$ cat src/rtl/imm_ext_pkg.sv
// Shared constants for the immediate-extension pipe: mode encodings and FIFO depth.
package imm_ext_pkg;

  typedef enum logic [1:0] {
    MODE_ZERO   = 2'd0,
    MODE_SIGN   = 2'd1,
    MODE_UPPER  = 2'd2,
    MODE_SHIFT2 = 2'd3
  } imm_mode_e;

  localparam int FIFO_DEPTH = 2;

endpackage : imm_ext_pkg

$ cat src/rtl/imm_ext_skid.sv
// Two-entry in-order result buffer with valid/ready on both sides.
// in_ready depends only on registered occupancy, so out_ready never reaches it.
module imm_ext_skid
  import imm_ext_pkg::*;
#(
  parameter int DATA_WIDTH = 32
) (
  input  logic                  clk,
  input  logic                  rst,
  input  logic                  in_valid,
  output logic                  in_ready,
  input  logic [DATA_WIDTH-1:0] in_data,
  output logic                  out_valid,
  input  logic                  out_ready,
  output logic [DATA_WIDTH-1:0] out_data
);

  logic [DATA_WIDTH-1:0] mem_q [FIFO_DEPTH];
  logic [DATA_WIDTH-1:0] mem_d [FIFO_DEPTH];
  logic                  rd_ptr_q, rd_ptr_d;
  logic                  wr_ptr_q, wr_ptr_d;
  logic [1:0]            count_q, count_d;
  logic                  push, pop;

  assign in_ready  = (count_q < 2'(FIFO_DEPTH));
  assign out_valid = (count_q != 2'd0);
  assign out_data  = mem_q[rd_ptr_q];

  assign push = in_valid & in_ready;
  assign pop  = out_valid & out_ready;

  always_comb begin
    mem_d    = mem_q;
    rd_ptr_d = rd_ptr_q;
    wr_ptr_d = wr_ptr_q;
    count_d  = count_q;
    if (push) begin
      mem_d[wr_ptr_q] = in_data;
      wr_ptr_d        = ~wr_ptr_q;
    end
    if (pop) begin
      rd_ptr_d = ~rd_ptr_q;
    end
    // push and pop together leave occupancy unchanged
    case ({push, pop})
      2'b10:   count_d = count_q + 2'd1;
      2'b01:   count_d = count_q - 2'd1;
      default: count_d = count_q;
    endcase
  end

  always_ff @(posedge clk) begin
    if (rst) begin
      for (int i = 0; i < FIFO_DEPTH; i++) begin
        mem_q[i] <= '0;
      end
      rd_ptr_q <= 1'b0;
      wr_ptr_q <= 1'b0;
      count_q  <= 2'd0;
    end else begin
      mem_q    <= mem_d;
      rd_ptr_q <= rd_ptr_d;
      wr_ptr_q <= wr_ptr_d;
      count_q  <= count_d;
    end
  end

endmodule : imm_ext_skid

$ cat src/rtl/imm_extend_pipe.sv
// Immediate extender feeding a 2-entry result buffer; the extended word is what gets stored.
// Define IMM_EXTEND_PIPE_SHIFT2_EN to make mode 11 a sign-extended, left-by-2 branch offset.
module imm_extend_pipe
  import imm_ext_pkg::*;
#(
  parameter int DATA_WIDTH = 32,
  parameter int IN_WIDTH   = DATA_WIDTH / 2
) (
  input  logic                  clk,
  input  logic                  rst,
  input  logic                  in_valid,
  output logic                  in_ready,
  input  logic [IN_WIDTH-1:0]   in_imm,
  input  logic [1:0]            in_mode,
  output logic                  out_valid,
  input  logic                  out_ready,
  output logic [DATA_WIDTH-1:0] out_data
);

  localparam int PAD = DATA_WIDTH - IN_WIDTH;

  logic [DATA_WIDTH-1:0] zero_ext, sign_ext, upper_ext, ext_word;

  assign zero_ext  = {{PAD{1'b0}}, in_imm};
  assign sign_ext  = {{PAD{in_imm[IN_WIDTH-1]}}, in_imm};
  assign upper_ext = {in_imm, {PAD{1'b0}}};

  always_comb begin
    ext_word = zero_ext;
    case (imm_mode_e'(in_mode))
      MODE_ZERO:   ext_word = zero_ext;
      MODE_SIGN:   ext_word = sign_ext;
      MODE_UPPER:  ext_word = upper_ext;
`ifdef IMM_EXTEND_PIPE_SHIFT2_EN
      MODE_SHIFT2: ext_word = sign_ext << 2;
`else
      MODE_SHIFT2: ext_word = zero_ext;
`endif
      default:     ext_word = zero_ext;
    endcase
  end

  imm_ext_skid #(
    .DATA_WIDTH(DATA_WIDTH)
  ) u_skid (
    .clk       (clk),
    .rst       (rst),
    .in_valid  (in_valid),
    .in_ready  (in_ready),
    .in_data   (ext_word),
    .out_valid (out_valid),
    .out_ready (out_ready),
    .out_data  (out_data)
  );

endmodule : imm_extend_pipe

$ cat config.mk
export PLATFORM = sky130hd
export DESIGN_NAME = imm_extend_pipe
export DESIGN_NICKNAME = d
export VERILOG_FILES = /design/src/rtl/imm_ext_pkg.sv /design/src/rtl/imm_ext_skid.sv /design/src/rtl/imm_extend_pipe.sv
export SDC_FILE = /design/constraint.sdc
export NUM_CORES = 1
export LEC_CHECK = 0
export ABC_CLOCK_PERIOD_IN_PS = 2100
export BUFFER_PORTS_ARGS = -buffer_cell sky130_fd_sc_hd__buf_4
export CAP_MARGIN = 20
export CORE_MARGIN = 3
export CORE_UTILIZATION = 48
export CTS_CLUSTER_SIZE = 16
export DETAILED_ROUTE_END_ITERATION = 10
export HOLD_SLACK_MARGIN = 0.02
export MAX_ROUTING_LAYER = met4
export PLACE_DENSITY = 0.71
export SYNTH_ARGS = -nofsm -noshare
export SYNTH_HDL_FRONTEND = slang
export SYNTH_SLANG_ARGS = --single-unit
$ cat constraint.sdc
create_clock -name clk -period 2.1 [get_ports clk]
set_input_delay 0.105 -clock clk [delete_from_list [all_inputs] [get_ports clk]]
set_output_delay 0.105 -clock clk [all_outputs]
set_load 0.01 [all_outputs]
# ---- Yosys cells after proc, flatten, opt, wreduce, memory -nomap -nowiden
# Index checks and enable logic that the tools add are counted.
dict set report op_classes {
  eq_ne 5
  mux 8
  n_lt_le_gt_ge 4
  n_bitwise 6
  n_reduce_logical 5
  add_sub_neg 2
}
# op count
set op_table {}
lappend op_table {{2-to-1 mux 32 bit} 4}
lappend op_table {{case mux 32 bit (3 select lines)} 1}
lappend op_table {{bitwise mux 64 bit} 1}
lappend op_table {{demux 32 bit (select 1 bit)} 1}
lappend op_table {{equality test 2 bit (second input constant)} 3}
lappend op_table {{equality test 2 x 1 -> 1 bit (second input constant)} 2}
lappend op_table {{greater-or-equal comparator 2 bit (second input constant)} 2}
lappend op_table {{NOT 1 -> 2 bit} 2}
lappend op_table {{case mux 2 bit (2 select lines)} 1}
lappend op_table {{nonzero test 2 bit} 2}
lappend op_table {{adder 2 x 1 -> 2 bit (second input constant)} 1}
lappend op_table {{AND 1 bit} 2}
lappend op_table {{logical NOT 2 bit} 1}
lappend op_table {{less-than comparator 2 x 1 -> 1 bit (second input constant)} 1}
lappend op_table {{less-than comparator 2 bit (second input constant)} 1}
lappend op_table {{NOT 1 bit} 2}
lappend op_table {{OR reduction 2 bit} 1}
lappend op_table {{subtractor 2 x 1 -> 2 bit (second input constant)} 1}
lappend op_table {{logical AND 1 bit} 1}
dict set report word_totals {
  output_inout_bits 34
  in_bits 22
  elab_cells 35
  regBits 68
}

# ---- Longest topological paths before layout
# Gate-level depths: netlist of run 1.
dict set report logic_depth {
  depth_word 6
  mapped_depth 8
  ltp_nobuf 5
}

# ---- By module
# A second synthesis of run 1 with hierarchy kept.
dict set report hier_totals {
  hier_cells 381
  area_unflattened_um2 3126.7
}
# mod seq_area_each_um2 instances area_each_um2 cells_each
set modules_own_cells {}
lappend modules_own_cells {imm_ext_skid 1361.3 1 2805.2 338}
lappend modules_own_cells {imm_extend_pipe 0.0 1 321.6 43}

# ---- Worst setup path before layout of run 1
# Ideal clock, no wire load.
dict set report synth_timing {
  path_kind {register to register}
  from {reg u_skid.count_q[1]}
  to {reg u_skid.count_q[1]}
  path_stages_with_launch 5
  period_less_slack_ps 1396
  required_ps 2030
  n_path_buf 0
  arrival_ps 1326
  setup_slack_ps 704
  setup_time_ps 70
  path_cell_list {dfxtp_1 -> o21a_1 -> ha_1 -> or3_1 -> a21oi_1}
}
dict set report synth_via {
  elab_chain_len 4
  elab_cells_between_ends 10
  classes_between {add/sub (2); order compare (1); eq/ne (2); mux (1); bitwise (2); reduce/logical (2)}
}
# element line
set synth_lines {}
lappend synth_lines {{start: declaration} imm_ext_skid.sv:22} ;# logic [1:0] count_q, count_d;
lappend synth_lines {{start signal: assignment} imm_ext_skid.sv:64} ;# count_q <= count_d;
lappend synth_lines {{nonzero test 2 bit *} imm_ext_skid.sv:26} ;# assign out_valid = (count_q != 2'd0);
lappend synth_lines {{AND 1 bit *} imm_ext_skid.sv:30} ;# assign pop = out_valid & out_ready;
lappend synth_lines {{named net u_skid.pop} imm_ext_skid.sv:23} ;# logic push, pop;
lappend synth_lines {{equality test 2 x 1 -> 1 bit / equality test 2 bit (equally long branches)} imm_ext_skid.sv:45} ;# case ({push, pop})
lappend synth_lines {{case mux 2 bit (2 select lines) / nonzero test 2 bit (equally long branches)} --}
# Mark *: on every way through the listed nets, which the timed path passes. The rest lies on a longest branch.
# A chain may end at the register's enable or synchronous reset.

# ---- Final worst setup path of run 1
dict set report layout_timing {
  from {reg u_skid.count_q[1]}
  to {reg u_skid.mem_q[8] in the netlist's numbering}
}
dict set report layout_via {
  elab_chain_len 2
}
# element line
set layout_lines {}
lappend layout_lines {{less-than comparator 2 bit} imm_ext_skid.sv:25} ;# assign in_ready = (count_q < 2'(FIFO_DEPTH));
lappend layout_lines {{AND 1 bit} imm_ext_skid.sv:29} ;# assign push = in_valid & in_ready;
lappend layout_lines {{end signal: assignment} imm_ext_skid.sv:61} ;# mem_q <= mem_d;
lappend layout_lines {{end: declaration} imm_ext_skid.sv:18} ;# logic [DATA_WIDTH-1:0] mem_q [FIFO_DEPTH];
# Every way passes these cells.

==> results of run 1 <==
-- state kept, by name, summed over array words and instances, names as in the netlist --
name / flops
u_skid.wr_ptr_q: 1
u_skid.mem_q: 64
u_skid.count_q: 2
u_skid.rd_ptr_q: 1
-- routing by layer --
metal  track usage  wire (um)  up-vias
met2         0.341       3400       48
met5             -          0        -
met4        0.0964         74        0
met1         0.293       3240     1148
li1              -          -     1164
met3        0.0325        236        6
-- cells in the mapped netlist --
| library cell | n |
|---|---|
| a211oi_1 | 15 |
| a21oi_1 | 34 |
| a22o_1 | 16 |
| a31oi_2 | 1 |
| and2_1 | 1 |
| buf_2 | 17 |
| buf_4 | 1 |
| buf_6 | 1 |
| clkbuf_1 | 8 |
| dfxtp_1 | 68 |
| ha_1 | 3 |
| inv_1 | 3 |
| mux2_2 | 32 |
| nand2_1 | 18 |
| nand2b_1 | 1 |
| nand3_1 | 16 |
| nand4bb_1 | 1 |
| nor2_1 | 17 |
| nor2b_1 | 2 |
| nor3b_1 | 1 |
| o21a_1 | 1 |
| o21ai_0 | 2 |
| o2bb2ai_1 | 16 |
| or2_0 | 1 |
| or2_1 | 1 |
| or2_2 | 1 |
| or3_1 | 1 |
| or3b_1 | 1 |
| xnor2_1 | 2 |
| xor2_1 | 1 |
-- how the worst max path moves through the flow --
stage	start	endpoint	slack, ns	depth (start not counted)
final	u_skid.count_q[1]	u_skid.mem_q[8]	0.45	4
after global routing	u_skid.count_q[1]	u_skid.mem_q[8]	0.30	4
after CTS	u_skid.count_q[1]	u_skid.mem_q[6]	0.42	4
after detailed placement	in_mode[0]	u_skid.mem_q[6]	0.37	7
after global placement	in_mode[0]	u_skid.mem_q[6]	0.42	7
after floorplan	u_skid.count_q[1]	u_skid.count_q[1]	0.70	4
-- power by group through the flow --
stage / Clock [uW] / Combinational (uW) / Sequential (uW)
2_1_floorplan: 0 / 788 / 1550
3_3_place_gp: 0 / 1180 / 1570
5_1_grt: 1120 / 1330 / 1570
4_1_cts: 1070 / 1220 / 1550
6_report: 1060 / 1210 / 1550
3_5_place_dp: 0 / 1190 / 1580
-- metrics by stage --
step | power (uW) | instance area [um2]
floorplan | 2340 | 2810
finish | 3820 | 3630
global placement | 2750 | 3280
global route | 4020 | 3630
detailed placement | 2770 | 3280
CTS | 3840 | 3630
-- critical path, cell delays in order, from the launching register on --
cell,delay (ns)
dfxtp_1,0.38
nand4bb_1,0.22
nor2b_1,0.59
buf_4,0.27
a22o_1,0.13
-- layout make-up --
class	instances	area, um2	share of cell area
clock buffers	12	145	0.0400
well taps	72	90.1	0.0248
multi-input cells	185	1310	0.361
clock inverters	4	48.8	0.0134
inverters	3	11.3	0.00310
repair buffers	83	663	0.183
flip-flops and latches	68	1360	0.375
-- logic make-up after synthesis --
family | share of synthesized area
fa+ha+maj | 0.0133
flops | 0.484
mux | 0.128
buf+inv | 0.0516
simple gates | 0.103
compound gates | 0.211
xor+xnor | 0.00934
==> reports/qor.txt, run 1 <==
final worst path period need -> 1.65 ns
sw power -> 1190 uW
combinational share of power -> 0.317
endpoints failing hold -> 0
FF+latch count, synth -> 68
FF-to-FF setup slack -> 0.45 ns
Antenna Cells -> 0
DRT antenna net count -> 0
R2R depth -> 4
layout cells sized above 1 -> 0.327
Internal -> 2620 uW
fmax -> 0.608 GHz
clk buf depth -> 2
clock latency on the worst-skew pair -> 0.34 ns
Avg Cell Area, Syn -> 9.94 um2
Synth top area share -> 0.484
Clock Sinks -> 68
Hold Crit Start -> in_valid
Ys Warns -> 0
clock power share -> 0.277
sequential share of power -> 0.406
fin. max-slew vios -> 0
Hold Path Depth -> 4
DR pass1 iterations -> 4
switching share of power -> 0.312
Setup CP Type -> flop to flop
vias per cell -> 5.54
final worst slack -> 0.455 ns
CP arrival -> 1.92 ns
vias post-DR -> 2,366
pre-CTS WS -> 0.375 ns
cell accounting for the most synthesized area -> dfxtp_1
largest fanout on the critical path -> 10
CTS hold repair buffers -> 16
Final Setup Violations -> 0
number of H-tree levels -> 3
cell count after synthesis -> 283
post_cts resized -> 0
R2R Path End -> u_skid.mem_q[8]
run status -> complete, no violations
Hold Path Class -> input port to flop
Ports -> 56
DRC viols -> 0
CP Capture Type -> flop
RSZ-0062 raised after global routing -> no
vias in the first global route -> 2,281
worst r2r src -> u_skid.count_q[1]
largest net degree at the start of global routing -> 38
Layout Utilization -> 0.651
Power Density -> 1050 mW/mm2
fill count -> 482
Layout area overhead -> 29.1%
Post-Synthesis Cell Area -> 0.00281 mm2
first-pass GRT wire length -> 11.1 mm
Initial DRC Count -> 165
commonest cells after routing, fill and taps aside -> dfxtp_1 (68), buf_4 (67), a21oi_1 (34)
Max Cap Violations -> 0
Chip Width -> 82.6 um
Post-Layout Cell Count -> 427
TritonCTS Buffers -> 9
row count -> 27
most common cell after layout, fill and taps aside -> dfxtp_1
Critical Path RT -> 2.38 ns
die height -> 82.6 um
layout net count -> 375
Slew headroom -> 0.510
Final period util -> 0.783
post-route setup TNS -> 0 ns
Routability Congestion -> 0.739
Root Driver -> clkbuf_8
clk_skew -> 0.0128 ns
GRT Total Usage -> 0.222
initial antenna violation count -> 0
TritonCTS clock tree -> yes
clock-pin slew on the worst setup and hold paths -> 0.07 ns
startpoint types -> flop
final WL -> 6.95 mm
top area cells in the synthesized netlist -> dfxtp_1 (48%), mux2_2 (13%), a21oi_1 (6.0%)
detailed placer's ending HPWL -> 4.41 mm
Hold WS -> 0.132 ns
Cell variety after synth -> 30
wire length per cell -> 16.3 um
placed insts -> 395
# Post-CTS Setup Buffers -> 0
worst vdd rail ir drop -> 711 uV
initial cell density of the core -> 0.505
PortBufs -> 55
die area -> 0.00681 mm2
syn nets -> 308
total grt overflow -> 0
Leak Pwr -> 0.00148 uW
Seq/Total Area, Yosys -> 0.484
Slew @ Worst Pin -> 0.734 ns
Core Region -> 0.00557 mm2
worst hold path endpoint -> u_skid.wr_ptr_q
(Power assumes the default switching activity.)
==> run 2, diff against run 1 <==
Settings changed: ABC_CLOCK_PERIOD_IN_PS 2100 to 1500, PLACE_DENSITY 0.71 to 0.74.
Clock period 2.1 ns to 1.5 ns, I/O delays scaled along.
==> run 2 against run 1 <==
Combinational power is 45% higher. Non-clock buffer count unchanged. Worst setup slack worse by 0.43 ns. Sequential power is 41% higher. Wire length is 1.9% lower. Hold slack worse by 0.083 ns. Die area is the same. Clock power rose by 64%. Register-to-register slack got worse by 0.36 ns. First-iteration DRC count rose by 12%. Design area grew 2.3%. Global-route usage hardly changed. Critical endpoint is now out_data[8].
==> reports/qor.txt, run 2 (synthesis gave the netlist of run 1 again) <==
run status -> complete, no violations
CP Capture Type -> output pin
final WL -> 6.82 mm (-1.9%)
die height -> 82.6 um (unchanged)
Slew @ Worst Pin -> 0.331 ns (-0.403 ns)
number of H-tree levels -> 3 (unchanged)
layout cells sized above 1 -> 0.344 (+0.0169)
DR pass1 iterations -> 4 (unchanged)
# Post-CTS Setup Buffers -> 0 (unchanged)
Final period util -> 0.981
die area -> 0.00681 mm2 (unchanged)
fin area -> 0.00371 mm2 (+2.3%)
Setup CP Type -> flop to output pin
clk_skew -> 0.00859 ns (-0.00418 ns)
layout net count -> 375 (unchanged)
Layout area overhead -> 32.0%
startpoint types -> flop
FF/Latch Area -> 0.00136 mm2 (+0.18%)
Clock Sinks -> 68 (unchanged)
largest fanout on the critical path -> 24 (+14)
vias per cell -> 5.56 (+0.38%)
Leak Pwr -> 0.00151 uW (+2.0%)
vias in the first global route -> 2,290 (+0.39%)
TritonCTS Buffers -> 9 (unchanged)
Chip Width -> 82.6 um (unchanged)
Ports -> 56 (unchanged)
CP arrival -> 1.40 ns (-0.52 ns)
DRC viols -> 0 (unchanged)
fill count -> 441 (-8.5%)
Slew headroom -> 0.779 (+0.269)
area of the multi-input gates -> 0.00133 mm2 (+1.0%)
detailed placer's ending HPWL -> 4.33 mm (-1.7%)
commonest cells after routing, fill and taps aside -> dfxtp_1 (66), buf_4 (65), a21oi_1 (34)
Biggest register -> u_skid.mem_q
Post-DP Area -> 0.00330 mm2 (+0.76%)
Antenna Cells -> 0 (unchanged)
clk buf depth -> 2 (unchanged)
GRT Total Usage -> 0.223 (+0.000259)
first-pass GRT wire length -> 11.2 mm (+1.7%)
Layout Utilization -> 0.666 (+0.0148)
PortBufs -> 55 (unchanged)
largest net degree at the start of global routing -> 33 (-13%)
clock-pin slew on the worst setup and hold paths -> 0.07 ns (about the same)
Root Driver -> clkbuf_8
final worst path period need -> 1.47 ns
total grt overflow -> 0 (unchanged)
worst vdd rail ir drop -> 849 uV (+19%)
DRT antenna net count -> 0 (unchanged)
fin. max-slew vios -> 0 (unchanged)
initial cell density of the core -> 0.505 (unchanged)
row count -> 27 (unchanged)
endpoints failing hold -> 0 (unchanged)
Initial DRC Count -> 184 (+12%)
clock latency on the worst-skew pair -> 0.35 ns (about the same)
top flop regs -> u_skid.mem_q x64, u_skid.count_q x2
Critical Path RT -> 1.42 ns (-0.96 ns)
post-route setup TNS -> 0 ns (unchanged)
Final Setup Violations -> 0 (unchanged)
RSZ-0062 raised after global routing -> yes
Core Region -> 0.00557 mm2 (unchanged)
most common cell after layout, fill and taps aside -> dfxtp_1
Routability Congestion -> 0.758 (+2.6%)
wire length per cell -> 16.0 um (-1.9%)
initial antenna violation count -> 0 (unchanged)
Final Power -> 5680 uW (+49%)
Max Cap Violations -> 0 (unchanged)
fmax -> 0.680 GHz
Hold Path Class -> input port to flop
Power Density -> 1530 mW/mm2 (+46%)
TritonCTS clock tree -> yes
vias post-DR -> 2,375 (+0.38%)
max reg flops -> 64 (unchanged)
-- run 2: cell count changes in the layout (fill, tap and decap cells not counted), sizes merged --
cell	before	now
clkinv	3	2
bufinv	1	2
-- run 2: path summary, 6_finish.rpt --
kind,start,endpoint,slack [ns],cells after the start
setup reg to reg,u_skid.count_q[1],u_skid.count_q[1],0.09,5
setup / recovery,u_skid.rd_ptr_q,out_data[8],0.03,3
hold / removal,rst,u_skid.mem_q[42],0.05,2
hold reg to reg,u_skid.mem_q[36],u_skid.mem_q[36],0.45,2
-- run 2: what timing repair did --
action	in CTS	in global routing
pin swaps	0	0
endpoints found under the setup margin	33	23
endpoints found under the hold margin	28	0
hold buffers	16	0
cloned	0	0
resized for setup	2	2
-- run 2: layout make-up --
cell class	instances	share of cell area
multi-input cells	185	0.357
inverters	3	0.00303
clock inverters	4	0.0189
clock buffers	12	0.0445
flip-flops and latches	68	0.367
repair buffers	83	0.185
well taps	72	0.0243
-- run 2: metrics by stage --
stage	setup slack [ns]	instances	hold slack [ns]
floorplan	0.104	283	0.201
global placement	0.0625	395	0.311
detailed placement	0.00398	395	0.312
CTS	0.0164	427	0.0432
global route	-0.0250	427	0.0594
finish	0.0285	427	0.0494
-- run 2: power by group --
part           internal [uW]  switching [uW]  total (uW)
clock                   1070             672        1740
sequential              2040             140        2180
combinational            893             872        1760
-- run 2: critical path: stages, from the launching register on --
cell and delay, ns:
dfxtp_2 0.35, buf_12 0.19, mux2_2 0.36, buf_4 0.15
-- run 2: layer usage --
metal	part of all wire	routed length (um)	global-route usage	vias to the layer above
met3	0.046	315	0.0390	15
met4	0.021	146	0.106	0
met1	0.46	3140	0.294	1129
li1	-	-	-	1159
met2	0.47	3220	0.330	72
met5	0	0	-	-
==> run 3, diff against run 2 <==
Settings changed: PLACE_DENSITY 0.74 to 0.73, SYNTH_HIERARCHICAL from default to 1.
==> run 3 against run 2 <==
Register-to-register slack about the same. Sequential share of layout area decreased by 0.97 points. Critical path type unchanged. Clock power decreased by 22%. Design area increased by 2.9%. Core utilization decreased by 3.9 points. Global-route usage about the same. Largest power group unchanged. Largest cell class is now multi-input gates.
==> reports/qor.txt, run 3 <==
layout net count -> 454 (+21%)
CP bufs+invs -> 2 (unchanged)
top flop regs -> u_skid/mem_q x64, u_skid/count_q x2
DR pass1 iterations -> 4 (unchanged)
Post-DP Area -> 0.00360 mm2 (+9.1%)
TritonCTS Buffers -> 9 (unchanged)
total grt overflow -> 0 (unchanged)
Slew headroom -> 0.626 (-0.153)
top area cells in the synthesized netlist -> dfxtp_1 (44%), nand2_1 (15%), mux2_2 (12%)
worst r2r src -> u_skid/count_q[1]
Root Driver -> clkbuf_8
fmax -> 0.669 GHz (-1.5%)
GRT Total Usage -> 0.222 (-0.000331)
Leak Pwr -> 0.00162 uW (+6.7%)
Hold Path Class -> input port to flop
Layout area overhead -> 22.2%
wire length per cell -> 15.2 um (-4.7%)
DRT antenna net count -> 0 (unchanged)
Seq/Total Area, Yosys -> 0.435 (-0.0486)
Critical Path Max Stage Delay -> 0.40 ns (+0.04 ns)
CP Capture Type -> output pin
worst-path cell chain -> buf_12 > mux2_2 > buf_4
vias per cell -> 5.28 (-5.1%)
largest net degree at the start of global routing -> 34 (+3.0%)
Critical Path RT -> 1.42 ns (about the same)
Final Setup Violations -> 0 (unchanged)
Biggest register -> u_skid/mem_q
Chip Width -> 86.7 um (+5.0%)
Synth top cells by count -> nand2_1 (129), dfxtp_1 (68), a21oi_1 (65), mux2_2 (32)
final WL -> 7.72 mm (+13%)
die height -> 86.7 um (+5.0%)
initial cell density of the core -> 0.513 (+0.00833)
endpoints failing hold -> 0 (unchanged)
Post-Synthesis Cell Area -> 0.00313 mm2 (+11%)
critical path's slowest cell -> dfxtp_4
async set or reset register ratio after synthesis -> 0 (unchanged)
clk buf depth -> 2 (unchanged)
Antenna Cells -> 0 (unchanged)
Power Density -> 1350 mW/mm2 (-12%)
cell accounting for the most synthesized area -> dfxtp_1
area of the multi-input gates -> 0.00158 mm2 (+19%)
clock latency on the worst-skew pair -> 0.34 ns (about the same)
FF/Latch Area -> 0.00137 mm2 (+0.18%)
clk_skew -> 0.00309 ns (-0.00551 ns)
fill count -> 568 (+29%)
count leader, synth -> nand2_1
Setup CP Type -> flop to output pin
detailed placer's ending HPWL -> 5.00 mm (+16%)
TritonCTS clock tree -> yes
Slew @ Worst Pin -> 0.561 ns (+0.229 ns)
first-pass GRT wire length -> 12.5 mm (+11%)
layout cells sized above 1 -> 0.292 (-0.0520)
run status -> complete, no violations
DRC viols -> 0 (unchanged)
Hold WS -> 0.104 ns (+0.0548 ns)
final worst path period need -> 1.49 ns (+0.0230 ns)
Critical Path Start -> u_skid/rd_ptr_q
most common cell after layout, fill and taps aside -> nand2_1
PortBufs -> 55 (unchanged)
startpoint types -> flop
Initial DRC Count -> 230 (+25%)
CTS hold repair buffers -> 0 (-16)
number of H-tree levels -> 3 (unchanged)
initial antenna violation count -> 0 (unchanged)
Post-synth EDFFs -> 0 (unchanged)
CP arrival -> 1.42 ns (+0.02 ns)
commonest cells after routing, fill and taps aside -> nand2_1 (129), dfxtp_1 (66), a21oi_1 (65)
worst vdd rail ir drop -> 1060 uV (+25%)
clock-pin slew on the worst setup and hold paths -> 0.07 ns (about the same)
Clock Sinks -> 68 (unchanged)
fin. max-slew vios -> 0 (unchanged)
Synth top area share -> 0.435 (-0.0486)
Final period util -> 0.996 (+0.0154)
Final Power -> 5170 uW (-8.9%)
Avg Cell Area, Syn -> 8.21 um2 (-17%)
fin area -> 0.00382 mm2 (+2.9%)
vias post-DR -> 2,676 (+13%)
Most used DFF post-synth -> dfxtp_1
RSZ-0062 raised after global routing -> yes
Cell variety after synth -> 28 (-6.7%)
Max Cap Violations -> 0 (unchanged)
cell count after synthesis -> 381 (+35%)
Core Region -> 0.00610 mm2 (+9.4%)
max reg flops -> 64 (unchanged)
Ports -> 56 (unchanged)
CP top delay family -> flip-flops
Routability Congestion -> 0.801 (+5.8%)
FF+latch count, synth -> 68 (unchanged)
largest fanout on the critical path -> 15 (-38%)
row count -> 28 (+3.7%)
Ys Warns -> 6 (+6)
Hold Crit Start -> in_imm[15]
die area -> 0.00752 mm2 (+10%)
vias in the first global route -> 2,583 (+13%)
syn nets -> 406 (+32%)
## run 3: changes by cell type after synthesis, sizes merged, moves of 4 or more
cell,previous run,this run
nand2,18,129
nor2,17,3
nand3,16,0
a21o,0,15
and2b,0,4
a21oi,34,66
nor2b,2,13
a211oi,15,0
a22o,16,0
o2bb2ai,16,0
## run 3: where the power goes
group          switching, uW  internal (uW)
combinational            879            843
clock                    641            711
sequential               116           1980
## run 3: final timing paths
kind | endpoint | slack, ns | cells past startpoint
max | out_data[28] | 0.005 | 3
min | u_skid/mem_q[31] | 0.10 | 4
max reg2reg | u_skid/mem_q[48] | 0.10 | 5
min reg2reg | u_skid/mem_q[17] | 0.45 | 2
## run 3: cell type report
| type | instances | share of cell area |
|---|---|---|
| inverter | 3 | 0.00295 |
| timing repair buffer | 68 | 0.155 |
| tap | 75 | 0.0246 |
| multi-input combinational | 279 | 0.414 |
| sequential | 68 | 0.358 |
| clock buffer | 12 | 0.0432 |
| clock inverter | 2 | 0.00262 |
## run 3: worst register-to-register path, cell delays in order, from the launching register on
cell and delay, ns:
dfxtp_2 0.35, buf_4 0.14, or3b_1 0.42, buf_12 0.19
nand2_1 0.10, a21oi_1 0.07
## run 3: what timing repair did
item | CTS | global route
resized for setup | 3 | 2
buffers inserted | 0 | 0
cloned | 1 | 0
pin swaps | 0 | 0
setup endpoints to repair | 30 | 32
hold endpoints to repair | 0 | 0
## run 3: cell families after synthesis
logic type | after synthesis | synth area share
adder cells (fa/ha/maj) | 3 | 0.0120
multiplexers | 32 | 0.115
AND/OR/NAND/NOR | 157 | 0.215
AO/OA/AOI/OAI | 84 | 0.151
flip-flops | 68 | 0.435
buffers and inverters | 34 | 0.0628
XOR/XNOR | 3 | 0.00840
## run 3: per-stage QoR
| step | setup TNS, ns | instances | util | setup WS [ns] |
|---|---|---|---|---|
| after floorplan | 0 | 381 | - | 0.0629 |
| after global placement | 0 | 492 | 0.591 | 0.103 |
| after detailed placement | 0 | 492 | 0.591 | 0.0397 |
| after CTS | -0.00613 | 507 | 0.625 | -0.00301 |
| after global routing | -0.547 | 507 | 0.627 | -0.0301 |
| final | 0 | 507 | 0.627 | 0.00545 |
## run 3: per-layer routing
layer  vias to the layer above  wire length, um  track usage
met2                        92             3640        0.350
met4                         0               30       0.0510
met3                         4              614       0.0618
met5                         -                0            -
li1                       1340                -            -
met1                      1240             3430        0.286
